[src/rtl/nonce_dispatcher.sv]
// Splits the 32-bit nonce space across LANES solver lanes and reports the first winning nonce or exhaustion.
// Optional RUN-state watchdog: define DISPATCH_TIMEOUT_EN to end RUN after TIMEOUT_CYCLES cycles.
module nonce_dispatcher #(
  parameter int          LANES          = 4,
  parameter logic [31:0] TIMEOUT_CYCLES = 32'd100_000_000
) (
  input  logic                  clk,
  input  logic                  rst_n,
  input  logic                  work_valid,
  output logic                  work_ready,
  input  logic [255:0]          work_midstate,
  input  logic [255:0]          work_target,
  input  logic [95:0]           work_leftovers,
  output logic [255:0]          solver_midstate,
  output logic [255:0]          solver_target,
  output logic [95:0]           solver_leftovers,
  output logic [LANES-1:0]      lane_rst_n,
  output logic [32*LANES-1:0]   lane_nonce_base,
  output logic [32*LANES-1:0]   lane_nonce_last,
  input  logic [3*LANES-1:0]    lane_state,
  input  logic [32*LANES-1:0]   lane_nonce,
  input  logic                  abort,
  output logic                  res_valid,
  input  logic                  res_ready,
  output logic                  res_found,
  output logic [31:0]           res_nonce,
  output logic                  busy
);

  typedef enum logic [1:0] {
    ST_IDLE   = 2'd0,
    ST_LOAD   = 2'd1,
    ST_RUN    = 2'd2,
    ST_REPORT = 2'd3
  } state_t;

  localparam logic [32:0] SPAN = 33'h1_0000_0000 >> $clog2(LANES);

  state_t      state, state_next;
  logic        any_found;
  logic        all_exhausted;
  logic        timeout;
  logic [31:0] win_nonce;

  // Nonce ranges are elaboration constants; with one lane the low 32 bits of SPAN are 0, so last wraps to all ones.
  for (genvar i = 0; i < LANES; i++) begin : g_range
    localparam logic [31:0] BASE = 32'(SPAN * 33'(i));
    localparam logic [31:0] SPAN_M1 = 32'(SPAN - 33'd1);
    assign lane_nonce_base[32*i +: 32] = BASE;
    assign lane_nonce_last[32*i +: 32] = BASE + SPAN_M1;
  end

`ifdef DISPATCH_TIMEOUT_EN
  logic [31:0] run_cnt;

  always_ff @(posedge clk or negedge rst_n) begin
    if (!rst_n) begin
      run_cnt <= '0;
    end else if (state == ST_RUN) begin
      run_cnt <= run_cnt + 32'd1;
    end else begin
      run_cnt <= '0;
    end
  end

  // run_cnt holds the number of completed RUN cycles, so this fires in RUN cycle TIMEOUT_CYCLES.
  assign timeout = (run_cnt == TIMEOUT_CYCLES - 32'd1);
`else
  assign timeout = 1'b0;
`endif

  // Scan high-to-low so the lowest-index finder overwrites the others.
  always_comb begin
    any_found     = 1'b0;
    all_exhausted = 1'b1;
    win_nonce     = '0;
    for (int i = LANES - 1; i >= 0; i--) begin
      if (lane_state[3*i +: 3] == 3'd2) begin
        any_found = 1'b1;
        win_nonce = lane_nonce[32*i +: 32];
      end
      if (lane_state[3*i +: 3] != 3'd3) begin
        all_exhausted = 1'b0;
      end
    end
  end

  always_comb begin
    state_next = state;
    case (state)
      ST_IDLE:   if (work_valid) state_next = ST_LOAD;
      ST_LOAD:   state_next = ST_RUN;
      ST_RUN: begin
        if (abort) begin
          state_next = ST_IDLE;
        end else if (any_found || all_exhausted || timeout) begin
          state_next = ST_REPORT;
        end
      end
      ST_REPORT: if (res_ready) state_next = ST_IDLE;
      default:   state_next = ST_IDLE;
    endcase
  end

  always_ff @(posedge clk or negedge rst_n) begin
    if (!rst_n) begin
      state <= ST_IDLE;
    end else begin
      state <= state_next;
    end
  end

  // Registered outputs derive from the next state so they change on the same edge as the FSM.
  always_ff @(posedge clk or negedge rst_n) begin
    if (!rst_n) begin
      lane_rst_n       <= '0;
      res_valid        <= 1'b0;
      res_found        <= 1'b0;
      res_nonce        <= '0;
      solver_midstate  <= '0;
      solver_target    <= '0;
      solver_leftovers <= '0;
    end else begin
      lane_rst_n <= {LANES{state_next == ST_RUN}};
      res_valid  <= (state_next == ST_REPORT);
      if (state == ST_RUN && state_next == ST_REPORT) begin
        res_found <= any_found;
        res_nonce <= any_found ? win_nonce : 32'hFFFF_FFFF;
      end
      if (state == ST_IDLE && work_valid) begin
        solver_midstate  <= work_midstate;
        solver_target    <= work_target;
        solver_leftovers <= work_leftovers;
      end
    end
  end

  assign work_ready = (state == ST_IDLE);
  assign busy       = (state != ST_IDLE);

endmodule

[config.mk]
export PLATFORM = sky130hd
export DESIGN_NAME = nonce_dispatcher
export DESIGN_NICKNAME = d
export VERILOG_FILES = /design/src/rtl/nonce_dispatcher.sv
export SDC_FILE = /design/constraint.sdc
export NUM_CORES = 1
export LEC_CHECK = 0
export ABC_AREA = 0
export BUFFER_PORTS_ARGS = -buffer_cell sky130_fd_sc_hd__clkbuf_2
export CAP_MARGIN = 5
export CORE_AREA = 8 8 636 638
export DETAILED_ROUTE_END_ITERATION = 16
export DIE_AREA = 0 0 644 646
export PLACE_DENSITY = 0.3
export SYNTH_ARGS = -nofsm -noshare
export SYNTH_HDL_FRONTEND = slang
export SYNTH_SLANG_ARGS = --single-unit
[constraint.sdc]
create_clock -name clk -period 1.93 [get_ports clk]
set_clock_uncertainty 0.2 [all_clocks]
set_input_delay 0.4825 -clock clk [delete_from_list [all_inputs] [get_ports clk]]
set_output_delay 0.4825 -clock clk [all_outputs]
set_load 0.01 [all_outputs]
==> impl_metrics.py <==
metrics = {
    "run_status": {
        "status": "complete, but fails checks",
        "violations": "negative setup slack",
    },
    "critical_path": {
        "crit_chain": "or2_4, inv_2, buf_6, clkbuf_16",
        "critical_path_peak_fanout": 2,
        "crit_path_start": "state[0]",
        "crit_cells": 4,
        "arrival_ns": 1.71,
        "startpoint_type": "register",
        "reg2reg_from": "state[0]",
        "path_delay_family": "flip-flops",
        "reg2regPathDepth": 9,
        "path_buf_inv": 3,
        "critical_path.slowest_cell": "dfrtp_1",
        "worstSetupEndpointType": "primary output",
        "required_ns": 1.25,
        "slowest_delay_ns": 0.37,
        "critical_path_class": "reg2out",
    },
    "floorplanning": {
        "start_util": 0.06806,
        "die_area_um2": 416000,
        "row_count": 231,
        "coreArea_um2": 394200,
        "dieHeight_um": 646,
        "die_w_um": 644,
        "ios": 1657,
    },
    "synth": {
        "synth.top_cell.area_share": 0.6015,
        "synthTopCellsByCount": "dfrtp_1, mux2_2, buf_4",
        "synthArstFlopShare": 1.000,
        "synth.most_common_cell": "dfrtp_1",
        "ys_ff_latch": 645,
        "yosys_warnings": 0,
        "synth_edf_count": 0,
        "synth_top_flop_cell": "dfrtp_1",
        "synth_cells": 1832,
        "syn-cell-area_um2": 26830,
        "yosys.cell_types.count": 30,
        "synthTopCellsByArea": "dfrtp_1, mux2_2, buf_4",
        "synth_top_area_cell": "dfrtp_1",
        "avgSynthCellArea_um2": 14.65,
        "yosysSeqAreaShare": 0.6015,
    },
    "routing": {
        "post_drt_wl_per_cell_um": 27.67,
        "routed_via_density": 2.694,
        "drt-total-wl_um": 273400,
        "remaining_drc_errors": 0,
        "drt-initial-drc-count": 1283,
        "final_antenna_net_count": 0,
        "via_count": 26610,
        "drt_pass1_iterations": 5,
    },
    "clock_network": {
        "cts.sinks": 645,
        "clk_pin_slew_worst_paths_ns": 0.06,
        "numCtsBuffers": 98,
        "htreeDepth": 3,
        "clockRootBuffer": "clkbuf_16",
        "clk_latency_ns": 0.79,
        "cts_tree": "yes",
        "clockBufferDepth": 4,
    },
    "cells_and_area": {
        "layout.nets": 5250,
        "drive_above_1_share": 0.6037,
        "area_growth_pct": 131.5,
        "fillers": 44040,
        "fin_area_um2": 62120,
    },
    "sta": {
        "fin_crit_ns": 2.397,
        "post-route-period-util": 1.242,
        "timing.final.max_slew_violations": 0,
        "rsz0062_at_grt": "yes",
        "final-hold-violation-count": 0,
        "max_freq_mhz": 417.2,
        "slew_headroom": 0.3568,
        "whs_ns": 0.09208,
        "setup_viol": 1258,
        "setup_slack_ns": -0.4669,
        "fin_setup_tns_ns": -203.39,
        "worstMarginPinSlew_ns": 0.9616,
    },
    "grt": {
        "grt_use_total": 0.1208,
        "grt_pass1_vias": 27140,
        "grt_overflow": 0,
        "antenna_found_initial": 285,
        "grt_max_degree": 63,
        "grt_pass1_wl_um": 324700,
    },
    "power": {
        "power_density_nw_per_um2": 1650,
        "peakVddDrop_mv": 0.6585,
        "p_seq_frac": 0.262,
        "netSwitchingPower_mw": 37.39,
        "p_sw_frac": 0.3647,
        "p_leak_nw": 28.28,
        "intPower_mw": 65.13,
        "power_frac_clock": 0.181,
        "pwr-share-comb": 0.557,
    },
    "run": {
        "drv_cap": 0,
    },
    "placed_design": {
        "placed_area_um2": 40900,
        "gp_congestion": 0.8232,
        "io_buffers": 1400,
        "dpl.hpwl_um": 230700,
        "pre_cts_slack_ns": -0.5934,
    },
    "min_path": {
        "hp-class": "in2async",
    },
}
==> power groups by stage <==
stage	clock network (mW)	registers [mW]	logic, mW
global route	19.9	27.6	60.0
CTS	19.5	25.7	45.4
floorplan	0	27.4	11.8
global placement	0	25.4	35.1
detailed placement	0	25.5	35.2
finish	18.5	26.9	57.1
==> worst reg2reg max path, delay by kind of cell, from the launching register on <==
kind | cells | cell delay [ns]
buffers and inverters | 6 | 0.84
DFF | 1 | 0.37
muxes | 1 | 0.33
and+or+nand+nor | 2 | 0.45
==> metal layers <==
metal | wire, um | GRT usage | vias up | part of all wire
li1 | - | - | 11350 | -
met1 | 107100 | 0.1402 | 13360 | 0.39
met2 | 135400 | 0.2138 | 1345 | 0.50
met3 | 24730 | 0.04887 | 435 | 0.090
met4 | 5225 | 0.01468 | 128 | 0.019
met5 | 849 | 0 | - | 0.0031
==> cell families after synthesis <==
logic type / count (synthesis) / synth area share
buffers and inverters: 359 / 0.09275
DFF: 645 / 0.6015
muxes: 608 / 0.2552
other: 2 / 0.0002799
and+or+nand+nor: 87 / 0.01954
AOI/OAI and AO/OA: 131 / 0.03073
==> metrics by stage <==
step	instances	power, mW	util
3_5_place_dp	8514	60.63	0.1038
3_3_place_gp	8514	60.49	0.1038
5_1_grt	9842	107.6	0.1573
6_report	9879	102.5	0.1576
4_1_cts	9509	90.64	0.1405
2_1_floorplan	2086	39.23	-
==> area by class of cell <==
type / count / area [um^2] / area share
Inverter: 3 / 11.26 / 0.0001813
Clock inverter: 30 / 379.1 / 0.006103
Clock buffer: 140 / 2831 / 0.04558
Multi-Input combinational cell: 1082 / 11270 / 0.1815
Sequential cell: 645 / 16180 / 0.2604
Timing Repair Buffer: 2667 / 24720 / 0.3978
Tap cell: 5242 / 6559 / 0.1056
Antenna cell: 70 / 175.2 / 0.002820
==> flip-flops by register name, summed over array words and instances, names as in the netlist <==
signal,count
lane_rst_n,1
res_found,1
res_nonce,32
res_valid,1
solver_leftovers,96
solver_midstate,256
solver_target,256
state,2
==> placed cells by master, fill, tap and decap left out, types with 70 or more instances in the layout <==
master,n
mux2_4,553
clkbuf_16,137
conb_1,256
diode_2,70
clkbuf_2,879
buf_12,73
buf_4,390
buf_8,257
dlygate4sd3_1,712
buf_6,263
dfrtp_1,615
==> final timing paths <==
path | endpoint | slack (ns)
setup / recovery | work_ready | -0.47
hold / removal | solver_target[211] | 0.09
setup reg to reg | solver_target[247] | -0.35
hold reg to reg | solver_midstate[161] | 0.31
max in group asynchronous | res_nonce[23] | -0.01
min in group clk | res_nonce[9] | 0.11
==> repair_timing <==
item | 4_1_cts | 5_1_grt
hold endpoints to repair | 1290 | 0
resized for setup | 692 | 1461
hold buffers | 712 | 0
endpoints found under the setup margin | 1242 | 1272
setup buffers | 96 | 276
cloned | 17 | 40
Note: power is estimated with default switching activity, not from simulation.
